[config.mk]
export PLATFORM = sky130hd
export DESIGN_NAME = elevator_call_scheduler_flat
export DESIGN_NICKNAME = d
export VERILOG_FILES = /design/src/rtl/elevator_call_scheduler_if.sv /design/src/rtl/elevator_call_scheduler.sv /design/src/flat_wrapper.sv
export SDC_FILE = /design/constraint.sdc
export NUM_CORES = 1
export LEC_CHECK = 0
export CAP_MARGIN = 10
export CORE_MARGIN = 2
export CORE_UTILIZATION = 60
export DETAILED_ROUTE_END_ITERATION = 8
export DONT_BUFFER_PORTS = 1
export PLACE_DENSITY = 0.81
export SLEW_MARGIN = 10
export SYNTH_ARGS = -nofsm -noshare
export SYNTH_HDL_FRONTEND = slang
export SYNTH_SLANG_ARGS = --single-unit
[constraint.sdc]
create_clock -name clk -period 4.51 [get_ports clk]
set_input_delay 1.1275 -clock clk [delete_from_list [all_inputs] [get_ports clk]]
set_output_delay 1.1275 -clock clk [all_outputs]
set_load 0.03 [all_outputs]
[src/rtl/elevator_call_scheduler_if.sv]
// Call-scheduler <-> controller/button bundle. master = scheduler side.
interface elevator_call_scheduler_if #(
  parameter int NUM_FLOORS = 8,
  parameter int FLOOR_W    = 5
);
  logic [NUM_FLOORS-1:0] call_btn;
  logic [2:0]            ctrl_state;
  logic [FLOOR_W-1:0]    cur_floor;
  logic [FLOOR_W-1:0]    req_floor;
  logic [NUM_FLOORS-1:0] pending;
  logic                  dir_up;
  logic                  at_floor_ack;
  logic                  fault;

  modport master (
    input  call_btn, ctrl_state, cur_floor,
    output req_floor, pending, dir_up, at_floor_ack, fault
  );
  modport slave (
    output call_btn, ctrl_state, cur_floor,
    input  req_floor, pending, dir_up, at_floor_ack, fault
  );
endinterface

[src/rtl/elevator_call_scheduler.sv]
// Debounces floor call buttons, latches pending calls and issues SCAN-ordered
// targets to the elevator controller one request at a time.
module ecs_debounce #(
  parameter int DEBOUNCE_CYCLES = 4
) (
  input  logic clk,
  input  logic reset,
  input  logic btn,
  output logic rise
);
  localparam int CW = $clog2(DEBOUNCE_CYCLES + 1);

  logic [1:0]    sync;
  logic [CW-1:0] cnt;

  always_ff @(posedge clk or posedge reset) begin
    if (reset) begin
      sync <= '0;
      cnt  <= '0;
    end else begin
      sync <= {sync[0], btn};
      if (!sync[1])                          cnt <= '0;
      else if (cnt != CW'(DEBOUNCE_CYCLES))  cnt <= cnt + CW'(1);
    end
  end

  // Fires on the cycle the counter saturates: the 0->1 edge of the debounced level.
  assign rise = sync[1] && (cnt == CW'(DEBOUNCE_CYCLES - 1));
endmodule

module elevator_call_scheduler #(
  parameter int NUM_FLOORS      = 8,
  parameter int FLOOR_W         = 5,
  parameter int DEBOUNCE_CYCLES = 4,
  parameter int ACK_TIMEOUT     = 16
) (
  input logic                       clk,
  input logic                       reset,
  elevator_call_scheduler_if.master bus
);
  localparam int TW = $clog2(ACK_TIMEOUT + 1);
  localparam logic [2:0] CTRL_IDLE   = 3'b000;
  localparam logic [2:0] CTRL_MOVING = 3'b001;
  localparam logic [2:0] CTRL_STOP   = 3'b010;

  typedef enum logic [1:0] {IDLE, SELECT, ISSUE, WAIT_ARRIVE} state_t;

  state_t                state, state_n;
  logic [NUM_FLOORS-1:0] pend, pend_n, set_vec, here_mask, stop_clr, sel_clr;
  logic [FLOOR_W-1:0]    req, req_n, cur_eff, up_tgt, dn_tgt;
  logic [TW-1:0]         tmo, tmo_n;
  logic                  dir, dir_n, ack, ack_n, flt, flt_n;
  logic                  cur_ok, here_hit, up_found, dn_found;
  logic [NUM_FLOORS-1:0] btn;

  assign btn = bus.call_btn;

  ecs_debounce #(.DEBOUNCE_CYCLES(DEBOUNCE_CYCLES)) u_db [NUM_FLOORS-1:0] (
    .clk   (clk),
    .reset (reset),
    .btn   (btn),
    .rise  (set_vec)
  );

  // Out-of-range car positions never clear locally and select as floor 0.
  assign cur_ok  = (bus.cur_floor >= FLOOR_W'(1)) && (bus.cur_floor <= FLOOR_W'(NUM_FLOORS));
  assign cur_eff = cur_ok ? bus.cur_floor : '0;

  always_comb begin
    here_mask = '0;
    for (int i = 0; i < NUM_FLOORS; i++)
      here_mask[i] = cur_ok && (bus.cur_floor == FLOOR_W'(i + 1));
  end

  assign stop_clr = (bus.ctrl_state == CTRL_STOP) ? here_mask : '0;
  assign here_hit = |(pend & here_mask);

  // Nearest pending floor above (lowest wins) and below (highest wins).
  always_comb begin
    up_found = 1'b0;
    up_tgt   = '0;
    dn_found = 1'b0;
    dn_tgt   = '0;
    for (int i = NUM_FLOORS - 1; i >= 0; i--)
      if (pend[i] && (FLOOR_W'(i + 1) > cur_eff)) begin
        up_found = 1'b1;
        up_tgt   = FLOOR_W'(i + 1);
      end
    for (int i = 0; i < NUM_FLOORS; i++)
      if (pend[i] && (FLOOR_W'(i + 1) < cur_eff)) begin
        dn_found = 1'b1;
        dn_tgt   = FLOOR_W'(i + 1);
      end
  end

  always_ff @(posedge clk or posedge reset) begin
    if (reset) begin
      state <= IDLE;
      pend  <= '0;
      req   <= '0;
      dir   <= 1'b1;
      ack   <= 1'b0;
      flt   <= 1'b0;
      tmo   <= '0;
    end else begin
      state <= state_n;
      pend  <= pend_n;
      req   <= req_n;
      dir   <= dir_n;
      ack   <= ack_n;
      flt   <= flt_n;
      tmo   <= tmo_n;
    end
  end

  always_comb begin
    state_n = state;
    case (state)
      IDLE:
        if ((|pend) && (bus.ctrl_state == CTRL_IDLE)) state_n = SELECT;
      SELECT:
        if (here_hit)                 state_n = SELECT;
        else if (up_found || dn_found) state_n = ISSUE;
        else                          state_n = IDLE;
      ISSUE:
        if (bus.ctrl_state == CTRL_MOVING)        state_n = WAIT_ARRIVE;
        else if (tmo == TW'(ACK_TIMEOUT - 1))      state_n = IDLE;
      WAIT_ARRIVE:
        if ((bus.ctrl_state == CTRL_IDLE) && (bus.cur_floor == req)) state_n = SELECT;
      default: state_n = IDLE;
    endcase
  end

  always_comb begin
    req_n   = req;
    dir_n   = dir;
    ack_n   = 1'b0;
    flt_n   = flt;
    tmo_n   = tmo;
    sel_clr = '0;
    case (state)
      SELECT: begin
        tmo_n = '0;
        if (here_hit) begin
          ack_n   = 1'b1;
          sel_clr = here_mask;
        end else if (dir) begin
          if (up_found)      req_n = up_tgt;
          else if (dn_found) begin req_n = dn_tgt; dir_n = 1'b0; end
        end else begin
          if (dn_found)      req_n = dn_tgt;
          else if (up_found) begin req_n = up_tgt; dir_n = 1'b1; end
        end
      end
      ISSUE:
        if (bus.ctrl_state != CTRL_MOVING) begin
          if (tmo == TW'(ACK_TIMEOUT - 1)) flt_n = 1'b1;
          else                             tmo_n = tmo + TW'(1);
        end
      default: ;
    endcase
    // A fresh press beats a same-cycle clear; the call is served again later.
    pend_n = (pend & ~(stop_clr | sel_clr)) | set_vec;
  end

  assign bus.req_floor    = req;
  assign bus.pending      = pend;
  assign bus.dir_up       = dir;
  assign bus.at_floor_ack = ack;
  assign bus.fault        = flt;
endmodule
[src/flat_wrapper.sv]
// flat-port wrapper written by rule: the top's interface ports become plain ports
module elevator_call_scheduler_flat 
#(
  parameter int NUM_FLOORS      = 8,
  parameter int FLOOR_W         = 5,
  parameter int DEBOUNCE_CYCLES = 4,
  parameter int ACK_TIMEOUT     = 16
)
  (clk, reset, bus_call_btn, bus_ctrl_state, bus_cur_floor, bus_req_floor, bus_pending, bus_dir_up, bus_at_floor_ack, bus_fault);
  elevator_call_scheduler_if #(.NUM_FLOORS(NUM_FLOORS), .FLOOR_W(FLOOR_W)) bus_i ();
  input logic clk;
  input logic reset;
  input wire logic [$bits(bus_i.call_btn)-1:0] bus_call_btn;
  input wire logic [$bits(bus_i.ctrl_state)-1:0] bus_ctrl_state;
  input wire logic [$bits(bus_i.cur_floor)-1:0] bus_cur_floor;
  output wire logic [$bits(bus_i.req_floor)-1:0] bus_req_floor;
  output wire logic [$bits(bus_i.pending)-1:0] bus_pending;
  output wire logic [$bits(bus_i.dir_up)-1:0] bus_dir_up;
  output wire logic [$bits(bus_i.at_floor_ack)-1:0] bus_at_floor_ack;
  output wire logic [$bits(bus_i.fault)-1:0] bus_fault;
  assign bus_i.call_btn = bus_call_btn;
  assign bus_i.ctrl_state = bus_ctrl_state;
  assign bus_i.cur_floor = bus_cur_floor;
  assign bus_req_floor = bus_i.req_floor;
  assign bus_pending = bus_i.pending;
  assign bus_dir_up = bus_i.dir_up;
  assign bus_at_floor_ack = bus_i.at_floor_ack;
  assign bus_fault = bus_i.fault;
  elevator_call_scheduler #(.NUM_FLOORS(NUM_FLOORS), .FLOOR_W(FLOOR_W), .DEBOUNCE_CYCLES(DEBOUNCE_CYCLES), .ACK_TIMEOUT(ACK_TIMEOUT)) u_core (.clk(clk), .reset(reset), .bus(bus_i));
endmodule
---- After elaboration in Yosys (flattened, before gate mapping) ----
Index checks and enable logic that the tools add are counted.
storage, ports and cells
  bits in registers ....................... 63
  input port bits ......................... 18
  output and inout bits ................... 16
  logic and storage cells ................. 222
cells by class
  add/subtract/negate cells ............... 9
  magnitude comparators ................... 18
  eq/ne operators ......................... 45
  muxes and demuxes ....................... 74
  bitwise gates (word level) .............. 6
  reduce and logical (&&, ||, !) cells .... 47
operator list
  kind                                                                            count
  3-bit two-way mux                                                               20
  5-bit two-way mux                                                               8
  4-bit two-way mux                                                               9
  1-bit logical AND                                                               35
  3-bit by 2-bit equality test with 1-bit output, second input constant           9
  3-bit by 1-bit adder with 3-bit output, second input constant                   8
  1-bit two-way mux                                                               24
  8-bit two-way mux                                                               3
  3-bit != test, second input constant                                            8
  2-bit by 1-bit != test with 1-bit output, second input constant                 11
  5-bit by 3-bit equality test with 1-bit output, second input constant           4
  3-bit by 5-bit greater-than comparator with 1-bit output, first input constant  4
  3-bit by 5-bit < comparator with 1-bit output, first input constant             4
  8-bit bitwise AND                                                               2
  2-bit two-way mux                                                               8
  8-bit OR                                                                        2
  8-bit OR reduction                                                              2
  3-bit AND reduction                                                             4
  5-bit by 2-bit equality test with 1-bit output, second input constant           2
  5-bit by 4-bit equality test with 1-bit output, second input constant           2
  2-bit by 5-bit greater-than comparator with 1-bit output, first input constant  2
  2-bit by 5-bit < comparator with 1-bit output, first input constant             2
  5-bit one-hot mux with 2 select lines                                           1
  8-bit inverter                                                                  1
  other kinds (21)                                                                24

---- Depth between registers and ports, before layout ----
Gate-level depths: netlist of run 1.
  word-level depth ........................ 17
  mapped depth ............................ 9
  depth with buffers taken out ............ 9

---- Cells and area by module ----
A second synthesis of run 1 with hierarchy kept.
second synthesis, totals
  cells, all modules ...................... 371
  area, all modules ....................... 3,539.6 um^2
modules (own cells, without submodules)
  module                   times used  cells an instance  area an instance (um^2)  sequential area each (um^2)
  ecs_debounce             8           21                 231.5                    125.1
  elevator_call_scheduler  1           203                1,687.9                  551.8

---- Least setup slack after synthesis of run 1 ----
OpenSTA, ideal clock, no wires.
  path type ............................... input port to flip-flop
  start ................................... in bus_cur_floor[0]
  end ..................................... reg u_core.req[1] (netlist: u_core.bus.req_floor[1])
  setup time .............................. 0.123 ns
  data arrival time ....................... 3.125 ns
  setup slack ............................. 1.261 ns
  stages .................................. 8
  buffers on the path ..................... 1
  path through ............................ or4b_4 -> buf_6 -> nor2_1 -> and2b_1 -> or4_4 -> a211o_1 -> o22ai_1 -> a21oi_1
on the way
  cells in the longest elaborated chain, start to end .. 15
  elaborated cells between the ends (all ways) .. 92
RTL lines
  element                                                                                                                                           RTL line                                                      RTL
  start: declaration                                                                                                                                flat_wrapper.sv:15                                            input wire logic [$bits(bus_i.cur_floor)-1:0] bus_cur_floor;
  5-bit by 1-bit greater-or-equal comparator with 1-bit output / 5-bit by 4-bit less-or-equal comparator with 1-bit output (equally long branches)  elevator_call_scheduler.sv:66                                 assign cur_ok = (bus.cur_floor >= FLOOR_W'(1)) && (bus.cur_floor <= FLOOR_W'(NUM_FLOORS));
  1-bit logical AND                                                                                                                                 elevator_call_scheduler.sv:66
  5-bit two-way mux                                                                                                                                 elevator_call_scheduler.sv:67                                 assign cur_eff = cur_ok ? bus.cur_floor : '0;
  1-bit by 5-bit < comparator with 1-bit output, or another cell as far along                                                                       elevator_call_scheduler.sv:90                                 if (pend[i] && (FLOOR_W'(i + 1) < cur_eff)) begin
  1-bit logical AND, on equally long branches                                                                                                       elevator_call_scheduler.sv:90, elevator_call_scheduler.sv:85
  1-bit two-way mux, or another cell as far along (8 in a row)                                                                                      elevator_call_scheduler.sv:90
  2-bit nonzero test (no source line), or another cell as far along                                                                                 n/a
  3-bit AND reduction (no source line) / 5-bit two-way mux (equally long branches)                                                                  n/a
  end signal: assignment                                                                                                                            elevator_call_scheduler.sv:108                                req <= req_n;
  end: declaration                                                                                                                                  elevator_call_scheduler.sv:50                                 logic [FLOOR_W-1:0] req, req_n, cur_eff, up_tgt, dn_tgt;
Several ways; a longest one is shown, not always the timed one. The select of a mux whose other input is x is not followed.
A chain may end at the register's enable or synchronous reset.

---- Final worst setup path of run 1 ----
  start ................................... in bus_cur_floor[0]
  end ..................................... reg u_core.req[0] (netlist: u_core.bus.req_floor[0])
on the way
  cells in the longest elaborated chain, start to end .. 16
  elaborated cells between the ends (all ways) .. 93
RTL lines
  element                                                                                                                                           RTL line                        RTL
  5-bit by 1-bit greater-or-equal comparator with 1-bit output / 5-bit by 4-bit less-or-equal comparator with 1-bit output (equally long branches)  elevator_call_scheduler.sv:66
  1-bit logical AND                                                                                                                                 elevator_call_scheduler.sv:66
  5-bit two-way mux                                                                                                                                 elevator_call_scheduler.sv:67
  1-bit by 5-bit < comparator with 1-bit output                                                                                                     elevator_call_scheduler.sv:90
  1-bit logical AND                                                                                                                                 elevator_call_scheduler.sv:90
  1-bit two-way mux                                                                                                                                 elevator_call_scheduler.sv:90
  2-bit two-way mux (2 in a row)                                                                                                                    elevator_call_scheduler.sv:90
  3-bit two-way mux (4 in a row)                                                                                                                    elevator_call_scheduler.sv:90
  4-bit two-way mux                                                                                                                                 elevator_call_scheduler.sv:90
  5-bit two-way mux                                                                                                                                 elevator_call_scheduler.sv:149  else if (dn_found) begin req_n = dn_tgt; dir_n = 1'b0; end
  5-bit two-way mux                                                                                                                                 elevator_call_scheduler.sv:148  if (up_found) req_n = up_tgt;
  5-bit two-way mux                                                                                                                                 elevator_call_scheduler.sv:147  end else if (dir) begin
Several ways; a longest one is shown, not always the timed one. The select of a mux whose other input is x is not followed.

==> metrics.txt, run 1 <==
status=finished clean; via count=2500; DRC=0; Crit-path slowest cell=or4b_4; wire per inst=15.7 um; worst hold path startpoint=u_core.u_db[6].sync[0]; post_cts resized=0; initial antenna violation count=0; post-DR vias/cell=5.87; Crit. End Element=flop; H-tree levels=3; first-pass GRT wire length=11.3 mm; clock share of power=0.225; Ports=34; area of the multi-input gates=1720 sq um; Hold WC Path Type=flop to flop; row cnt=27; Port Buffers=0; leakage=1.68 nW; drt pass-1 iters=4; Post-synth EDFFs=0; Async SR Flop Fraction=1.00; gpl congestion=0.947; net switching fraction of the power=0.393; RR Startpoint=u_core.bus.pending[6]; CP required=4.72 ns; DIE AREA=6400 sq um; Final Setup Violations=0; Final WS setup=1.46 ns; max-cap violations=0; register area=1550 sq um; Seq/Total Area, Yosys=0.448; clock sinks=62; Final Slew Violations=0; Die X=80.0 um; clock insertion delay at the later pin of the skew report=0.33 ns; Final #Nets=398; Yosys warning count=0; crit-path max FO=12; Max Root-Sink Buffers=2; Cell Area, Synth=3460 sq um; Syn Inst Count=348; clk slew on worst S/H paths=0.06 ns; r2r setup slk=1.85 ns; Num CTS Buffers=9; antenna cells=0; fin crit period=3.05 ns; root buffer cell=clkbuf_8; hold endpoint=u_core.u_db[6].sync[1]; Max Freq=328 MHz; dpl cells=411; most frequent cells in the layout=61 x dfrtp_1, 40 x nand2_1, 36 x inv_1; period utilization=0.676; All-Layer GR Usage=0.234; Worst Setup Start Kind=primary input; Setup Buffers After CTS=0; Die Height=80.0 um; commonest non-fill, non-tap cell in the layout=dfrtp_1; worst stage delay on the critical path=0.61 ns; internal power=1.34 mW; library cells used by synthesis=63; Hold Vio Cnt, Final=0; worst slack, placed=1.15 ns; RSZ-0062 raised after global routing=no; setup TNS=0 ns; layout cells sized above 1=0.0819; CTS hold repair buffers=0; Avg Cell Area, Syn=9.96 sq um; Detailed Route Iter0 Violations=188; area delta synth->final=7.37%; total grt overflow=0; share of power burned in registers=0.463; net switching power=0.866 mW; Core ar.=5540 sq um; clk_skew=0.00786 ns; combinational power share=0.312; pwr/cell area=592 nW/um^2; syn nets=396; reg2reg end=u_core.bus.req_floor[0]; Initial Utilization=0.625; Worst Tran Pin Value=0.680 ns; post-synthesis sequential element count=62; hold depth=0; critical path type=primary input to flop; vias in the first global route=2353; VDD IR-drop max=0.328 mV; largest net degree at the start of global routing=34; worst-path cell chain=or4b_4, nor2_1, and2b_1, or4_4, a211o_1, a21oi_2, a211oi_1; CTS tree=built; # fillers=452; Post-DRT Antenna Nets=0; Worst R2R Path Depth=7; Top FF cell, synth=dfrtp_1; Slew HR=0.543; CP arrival=3.26 ns; HPWL Detailed=4.99 mm; WL final=6.67 mm; Layout Cells excl Fill=426
==> cells by family (layout without fill, tap and decap cells) <==
| family | count (synthesis) | count (layout) | synth area share |
|---|---|---|---|
| DFF | 62 | 62 | 0.448 |
| and+or+nand+nor | 111 | 111 | 0.164 |
| adders and majority gates | 30 | 30 | 0.108 |
| other | 1 | 1 | 0.00108 |
| AOI/OAI and AO/OA | 82 | 82 | 0.179 |
| buffers and inverters | 47 | 53 | 0.0545 |
| muxes | 3 | 3 | 0.0141 |
| xor gates and xnor gates | 12 | 12 | 0.0303 |
==> state kept, by name (all words and copies together), names as in the netlist <==
| name | count |
|---|---|
| u_core.u_db.cnt | 24 |
| u_core.u_db.sync | 16 |
| u_core.state | 2 |
| u_core.tmo | 5 |
| u_core.bus.dir_up | 1 |
| u_core.bus.req_floor | 4 |
| u_core.bus.fault | 1 |
| u_core.bus.pending | 8 |
| u_core.bus.at_floor_ack | 1 |
==> power by group through the flow <==
stage	registers, mW	logic, mW	clock network, mW
floorplan	0.954	0.574	0
global placement	1.02	0.652	0
detailed placement	1.03	0.683	0
CTS	1.02	0.694	0.509
global route	1.04	0.807	0.538
finish	1.02	0.687	0.496
==> final cells by class <==
type,instances,area share
multi-input combinational,239,0.463
sequential,62,0.417
clock buffer,12,0.0444
inverter,37,0.0373
tap,72,0.0242
clock inverter,3,0.0114
timing repair buffer,1,0.00202
==> critical path, delay by kind of cell <==
kind	cells	cell delay, ns
simple gates	4	1.60
compound gates	3	0.54
==> synth_stat cells (2+ instances only) <==
| cell type | number | area (sq um) |
|---|---|---|
| dfrtp_1 | 61 | 1530 |
| nand2_1 | 40 | 150 |
| inv_1 | 37 | 139 |
| ha_1 | 30 | 375 |
| a21boi_0 | 16 | 120 |
| nor2_1 | 16 | 60.1 |
| nand3_1 | 13 | 65.1 |
| o21ai_0 | 12 | 60.1 |
| xnor2_1 | 11 | 96.3 |
| and2_1 | 10 | 62.6 |
| a22o_1 | 8 | 70.1 |
| clkbuf_1 | 7 | 26.3 |
| a21oi_1 | 6 | 30.0 |
| nor3_1 | 6 | 30.0 |
| a211o_1 | 3 | 26.3 |
| a211oi_1 | 3 | 22.5 |
| a21o_1 | 3 | 22.5 |
| a32o_1 | 3 | 30.0 |
| nand4_1 | 3 | 18.8 |
| o21a_1 | 3 | 22.5 |
| o21ai_1 | 3 | 15.0 |
| o31ai_1 | 3 | 22.5 |
| a22oi_1 | 2 | 15.0 |
| a31oi_1 | 2 | 12.5 |
| mux2_2 | 2 | 22.5 |
| nand3b_1 | 2 | 15.0 |
| nand4b_1 | 2 | 17.5 |
| nor2b_1 | 2 | 12.5 |
| nor4b_1 | 2 | 17.5 |
| o22ai_1 | 2 | 12.5 |
| o2bb2ai_1 | 2 | 17.5 |
| or4_1 | 2 | 15.0 |
==> routing by layer <==
layer | global-route usage | vias to the layer above | wire (um)
met4 | 0.0610 | 0 | 93
met5 | 0 | - | 0
li1 | - | 1216 | -
met2 | 0.335 | 79 | 2900
met3 | 0.0814 | 9 | 605
met1 | 0.339 | 1196 | 3070
==> worst max-delay path by stage <==
| stage | cells past startpoint | slack, ns | end | from |
|---|---|---|---|---|
| 2_1_floorplan | 8 | 1.26 | u_core.bus.req_floor[1] | bus_cur_floor[0] |
| 3_3_place_gp | 7 | 1.19 | u_core.bus.req_floor[1] | bus_cur_floor[0] |
| 3_5_place_dp | 7 | 1.15 | u_core.bus.req_floor[0] | bus_cur_floor[0] |
| 4_1_cts | 7 | 1.49 | u_core.bus.req_floor[0] | bus_cur_floor[0] |
| 5_1_grt | 7 | 1.38 | u_core.bus.req_floor[0] | bus_cur_floor[0] |
| 6_report | 7 | 1.46 | u_core.bus.req_floor[0] | bus_cur_floor[0] |
==> stage by stage <==
stage / hold WS (ns) / power [mW] / instance area [sq um] / utilization
floorplan: 0.331 / 1.53 / 3460 / -
global placement: 0.334 / 1.68 / 3510 / 0.634
detailed placement: 0.336 / 1.71 / 3510 / 0.634
CTS: 0.354 / 2.22 / 3720 / 0.671
global route: 0.355 / 2.39 / 3720 / 0.671
finish: 0.351 / 2.20 / 3720 / 0.671
(Power assumes the default switching activity.)
==> run 2: changes to the inputs <==
--- a/config.mk
+++ b/config.mk
@@ -5,12 +5,13 @@
 export SDC_FILE = /design/constraint.sdc
 export NUM_CORES = 1
 export LEC_CHECK = 0
+export ABC_AREA = 1
 export CAP_MARGIN = 10
 export CORE_MARGIN = 2
-export CORE_UTILIZATION = 60
+export CORE_UTILIZATION = 57
 export DETAILED_ROUTE_END_ITERATION = 8
 export DONT_BUFFER_PORTS = 1
-export PLACE_DENSITY = 0.81
+export PLACE_DENSITY = 0.8
 export SLEW_MARGIN = 10
 export SYNTH_ARGS = -nofsm -noshare
 export SYNTH_HDL_FRONTEND = slang
==> constraint.sdc (replaced) <==
create_clock -name clk -period 2.7 [get_ports clk]
set_input_delay 0.675 -clock clk [delete_from_list [all_inputs] [get_ports clk]]
set_output_delay 0.675 -clock clk [all_outputs]
set_load 0.03 [all_outputs]
==> metrics.txt, run 2 <==
fin crit period=1.97 ns; Worst Setup Start Kind=primary input; power consumption=3.23 mW; syn nets=465; total grt overflow=0; initial antenna violation count=0; VDD IR-drop max=0.546 mV; root buffer cell=clkbuf_8; Yosys warning count=0; Critical Path Source=bus_cur_floor[4]; drt pass-1 iters=5; largest reg by FF count=u_core.u_db.cnt; clock insertion delay at the later pin of the skew report=0.34 ns; Post-synth EDFFs=0; WL final=6.82 mm; DIE AREA=6620 sq um; vias in the first global route=2698; area fraction of the dominant cell type after synthesis=0.447; area of the multi-input gates=1560 sq um; top-count cell post-synth=nand2_1; clk_skew=0.00623 ns; Placed Area=3490 sq um; Avg Cell Area, Syn=8.19 sq um; H-tree levels=3; crit-path max FO=12; r2r setup slk=0.87 ns; reg2reg end=u_core.bus.req_floor[0]; via count=2724; Syn Inst Count=417; CTS tree=built; RR Startpoint=u_core.bus.pending[2]; Initial Utilization=0.583; Final Setup Violations=0; post-DR vias/cell=5.38; cell taking the most area after synthesis=dfrtp_1; leakage=1.89 nW; row cnt=28; post-synthesis sequential element count=62; Worst Tran Pin Value=0.529 ns; Synth top cells by count=89 x nand2_1, 67 x inv_1, 61 x dfrtp_1; post_cts resized=0; top cells by area, synth=dfrtp_1 45%, ha_1 11%, nand2_1 9.8%; Port Buffers=0; CP required=2.93 ns; Async SR Flop Fraction=1.00; period utilization=0.728; Cell Area, Synth=3410 sq um; wire per inst=13.5 um; commonest non-fill, non-tap cell in the layout=nand2_1; CTS hold repair buffers=0; Slew HR=0.647; Core ar.=5850 sq um; Num CTS Buffers=9; register area=1550 sq um; Detailed Route Iter0 Violations=136; Die Height=81.4 um; CP arrival=2.19 ns; clock sinks=62; area delta synth->final=7.81%; antenna cells=0; RSZ-0062 raised after global routing=no; gpl congestion=0.918; DRC=0; Hold WC Path Type=primary input to asynchronous set/reset pin; Hold Vio Cnt, Final=0; worst-path cell chain=inv_1, nand3_2, nand2_1, nor2_1, nor2_1, nand3_1, nor2_2, nand2_2, nand2_4, nand2_1, o21ai_1, nor2_1; critical path endpoint=u_core.bus.req_floor[0]; Crit-path slowest cell=nand3_2; max FFs per register=24; worst slack, placed=0.427 ns; Seq/Total Area, Yosys=0.455; # fillers=510; worst stage delay on the critical path=0.28 ns; Setup Buffers After CTS=0; pwr/cell area=877 nW/um^2; first-pass GRT wire length=11.7 mm; Final Util=0.629; clk slew on worst S/H paths=0.07 ns; most frequent cells in the layout=89 x nand2_1, 66 x inv_1, 61 x dfrtp_1; design area=3680 sq um; Top FF cell, synth=dfrtp_1; Final WS setup=0.735 ns; Worst R2R Path Depth=8; Die X=81.4 um; Final Slew Violations=0; Max Freq=509 MHz; Max Root-Sink Buffers=2; max-cap violations=0; library cells used by synthesis=30; layout cells sized above 1=0.0858; critical path type=primary input to flop; Post-DRT Antenna Nets=0; Crit. End Element=flop; largest net degree at the start of global routing=44; Ports=34; setup TNS=0 ns; Final #Nets=474; Top cell by count, worst path=nor2_1; All-Layer GR Usage=0.236; HPWL Detailed=5.18 mm; status=finished clean
run 2: cell types whose count changed in the layout (fill, tap and decap cells not counted), sizes merged, moves of 8 or more:
cell,previous run,this run
a22o,8,0
nand2,40,93
nor2,16,29
and2,11,0
nand3,13,51
a21boi,16,3
o21ai,16,41
inv,37,74
xnor2,11,0
run 2: layout make-up:
class                      instances  share of cell area
clock buffer                      10              0.0347
sequential                        62               0.422
timing repair buffer               2             0.00408
multi-input combinational        278               0.423
clock inverter                     6              0.0167
inverter                          73              0.0745
tap                               75              0.0255
run 2: stage by stage:
step	hold slack (ns)	instances
6_report	0.345	506
5_1_grt	0.329	506
4_1_cts	0.344	506
3_5_place_dp	0.336	490
3_3_place_gp	0.333	490
2_1_floorplan	0.331	417
run 2: how the worst min path moves through the flow:
stage | start | endpoint | slack [ns]
after floorplan | u_core.u_db[0].sync[0] | u_core.u_db[0].sync[1] | 0.33
after global placement | u_core.u_db[2].sync[0] | u_core.u_db[2].sync[1] | 0.33
after detailed placement | u_core.u_db[7].sync[0] | u_core.u_db[7].sync[1] | 0.34
after CTS | bus_call_btn[3] | u_core.u_db[3].sync[0] | 0.34
after global routing | bus_call_btn[3] | u_core.u_db[3].sync[0] | 0.33
final | reset | u_core.u_db[6].sync[0] | 0.35
run 2: logic make-up after synthesis:
family,count (synthesis),synth area share
simple gates,187,0.247
buf+inv,77,0.0894
flops,62,0.455
compound gates,58,0.0924
fa+ha+maj,30,0.110
other cells,1,0.00110
xor+xnor,1,0.00257
mux,1,0.00293
run 2: routing by layer:
layer | wire length, um | GRT usage
met2 | 3260 | 0.392
met1 | 2980 | 0.286
met3 | 426 | 0.0756
met5 | 0 | 0
met4 | 150 | 0.0881
run 2: power by group:
part / internal, mW / leakage, nW / switching [mW] / total (mW)
sequential: 1.15 / 0.754 / 0.362 / 1.51
clock: 0.425 / 0.0964 / 0.374 / 0.799
combinational: 0.332 / 1.04 / 0.586 / 0.917
total: 1.90 / 1.89 / 1.32 / 3.23
run 2: critical path, delay by kind of cell:
kind                   cells  cell delay, ns
and+or+nand+nor           10            1.21
AOI/OAI and AO/OA          1            0.07
buffers and inverters      1            0.23
==> run 3: changes to the inputs <==
--- a/config.mk
+++ b/config.mk
@@ -5,7 +5,7 @@
 export SDC_FILE = /design/constraint.sdc
 export NUM_CORES = 1
 export LEC_CHECK = 0
-export ABC_AREA = 1
+export ABC_AREA = 0
 export CAP_MARGIN = 10
 export CORE_MARGIN = 2
 export CORE_UTILIZATION = 57
==> constraint.sdc (replaced) <==
create_clock -name clk -period 1.8 [get_ports clk]
set_input_delay 0.45 -clock clk [delete_from_list [all_inputs] [get_ports clk]]
set_output_delay 0.45 -clock clk [all_outputs]
set_load 0.03 [all_outputs]
==> metrics.txt, run 3 (synthesis gave the netlist of run 1 again) <==
Initial Utilization=0.589; DIE AREA=6720 sq um; max FFs per register=24; drt pass-1 iters=4; Final Slew Violations=0; CP required=2.04 ns; share of power burned in registers=0.339; via count=2818; Final Setup Violations=15; net switching fraction of the power=0.387; Post-DRT Antenna Nets=0; clk slew on worst S/H paths=0.07 ns; Hold WS=0.0301 ns; power consumption=6.35 mW; gpl congestion=0.908; M1 GR Usage=0.308; DRC=0; pwr/cell area=1450 nW/um^2; met3 Track Usage GR=0.0560; clock share of power=0.197; Final #Nets=460; crit-path max FO=5; root buffer cell=clkbuf_8; initial antenna violation count=0; All-Layer GR Usage=0.258; total grt overflow=0; Hold WC Path Type=primary input to asynchronous set/reset pin; largest net degree at the start of global routing=42; failing checks=setup timing; largest reg by FF count=u_core.u_db.cnt; most frequent cells in the layout=58 x buf_4, 57 x dfrtp_1, 38 x nand2_1; fin crit period=2.22 ns; Final Util=0.744; Placed Area=3960 sq um; worst slack, placed=-0.720 ns; period utilization=1.23; WL final=8.02 mm; H-tree levels=3; r2r setup slk=-0.42 ns; antenna cells=0; dpl cells=465; grt peak-use layer=met2; max-cap violations=0; Worst R2R Path Depth=7; CTS tree=built; setup TNS=-4.58 ns; RSZ-0062 raised after global routing=yes; design area=4380 sq um; Max Root-Sink Buffers=2; Die Height=82.0 um; combinational power share=0.464; net switching power=2.46 mW; RR Startpoint=u_core.bus.pending[6]; row cnt=28; Final WS setup=-0.421 ns; post-DR vias/cell=5.73; HPWL Detailed=5.79 mm; Num CTS Buffers=9; met2 usage=0.450; Layout Cells excl Fill=492; Core ar.=5890 sq um; clock sinks=62; clk_skew=0.00619 ns; Worst Setup Start Kind=flop; commonest non-fill, non-tap cell in the layout=buf_4; status=finished, violations left; first-pass GRT wire length=13.0 mm; critical path type=flop to flop; internal power=3.89 mW; layout cells sized above 1=0.295; leakage=2.02 nW; VDD IR-drop max=0.875 mV; vias in the first global route=2829; Ports=34; clock insertion delay at the later pin of the skew report=0.34 ns; Detailed Route Iter0 Violations=183; Hold Vio Cnt, Final=0; Crit. End Element=flop; Port Buffers=0; Max Freq=450 MHz; Die X=82.0 um; wire per inst=16.3 um; area delta synth->final=26.4%; reg2reg end=u_core.bus.req_floor[0]; CP arrival=2.46 ns
run 3: metal layers:
layer / up-vias / share of wire / wire [um]
met5: - / 0 / 0
met4: 0 / 0.020 / 159
met3: 19 / 0.057 / 455
met2: 80 / 0.52 / 4200
met1: 1374 / 0.40 / 3200
li1: 1345 / - / -
run 3: area by class of cell:
class	instances	area, sq um
inverter	37	143
tap	75	93.8
multi-input combinational	239	1880
fill	385	1510
sequential	62	1560
timing repair buffer	63	500
clock buffer	13	159
clock inverter	3	42.5
run 3: worst max-delay path, cell delays in order (launching register included):
cell	delay (ns)
dfrtp_2	0.41
mux4_2	0.47
and2_4	0.17
a211o_1	0.26
or2_4	0.29
a31oi_4	0.21
nor2_1	0.08
a211oi_1	0.23
run 3: worst max path at each step:
stage	startpoint	end	slack [ns]	cells after the start
floorplan	bus_cur_floor[0]	u_core.bus.req_floor[0]	-0.74	8
global placement	bus_cur_floor[0]	u_core.bus.req_floor[0]	-0.69	7
detailed placement	bus_cur_floor[0]	u_core.bus.req_floor[0]	-0.72	7
CTS	u_core.bus.pending[6]	u_core.state[0]	-0.39	6
global route	u_core.bus.pending[6]	u_core.bus.req_floor[0]	-0.50	7
finish	u_core.bus.pending[6]	u_core.bus.req_floor[0]	-0.42	7
run 3: power groups by stage:
stage               logic (mW)  clock network [mW]  registers [mW]
global placement          2.59                   0            2.15
finish                    2.95                1.25            2.16
detailed placement        2.71                   0            2.17
floorplan                 1.50                   0            2.40
CTS                       2.86                1.26            2.15
global route              3.26                1.33            2.20
run 3: what timing repair did:
item / CTS / global route
setup endpoints to repair: 16 / 20
setup buffers: 5 / 6
hold buffers: 0 / 0
endpoints found under the hold margin: 0 / 0
resized for setup: 19 / 13
pin swaps: 15 / 7
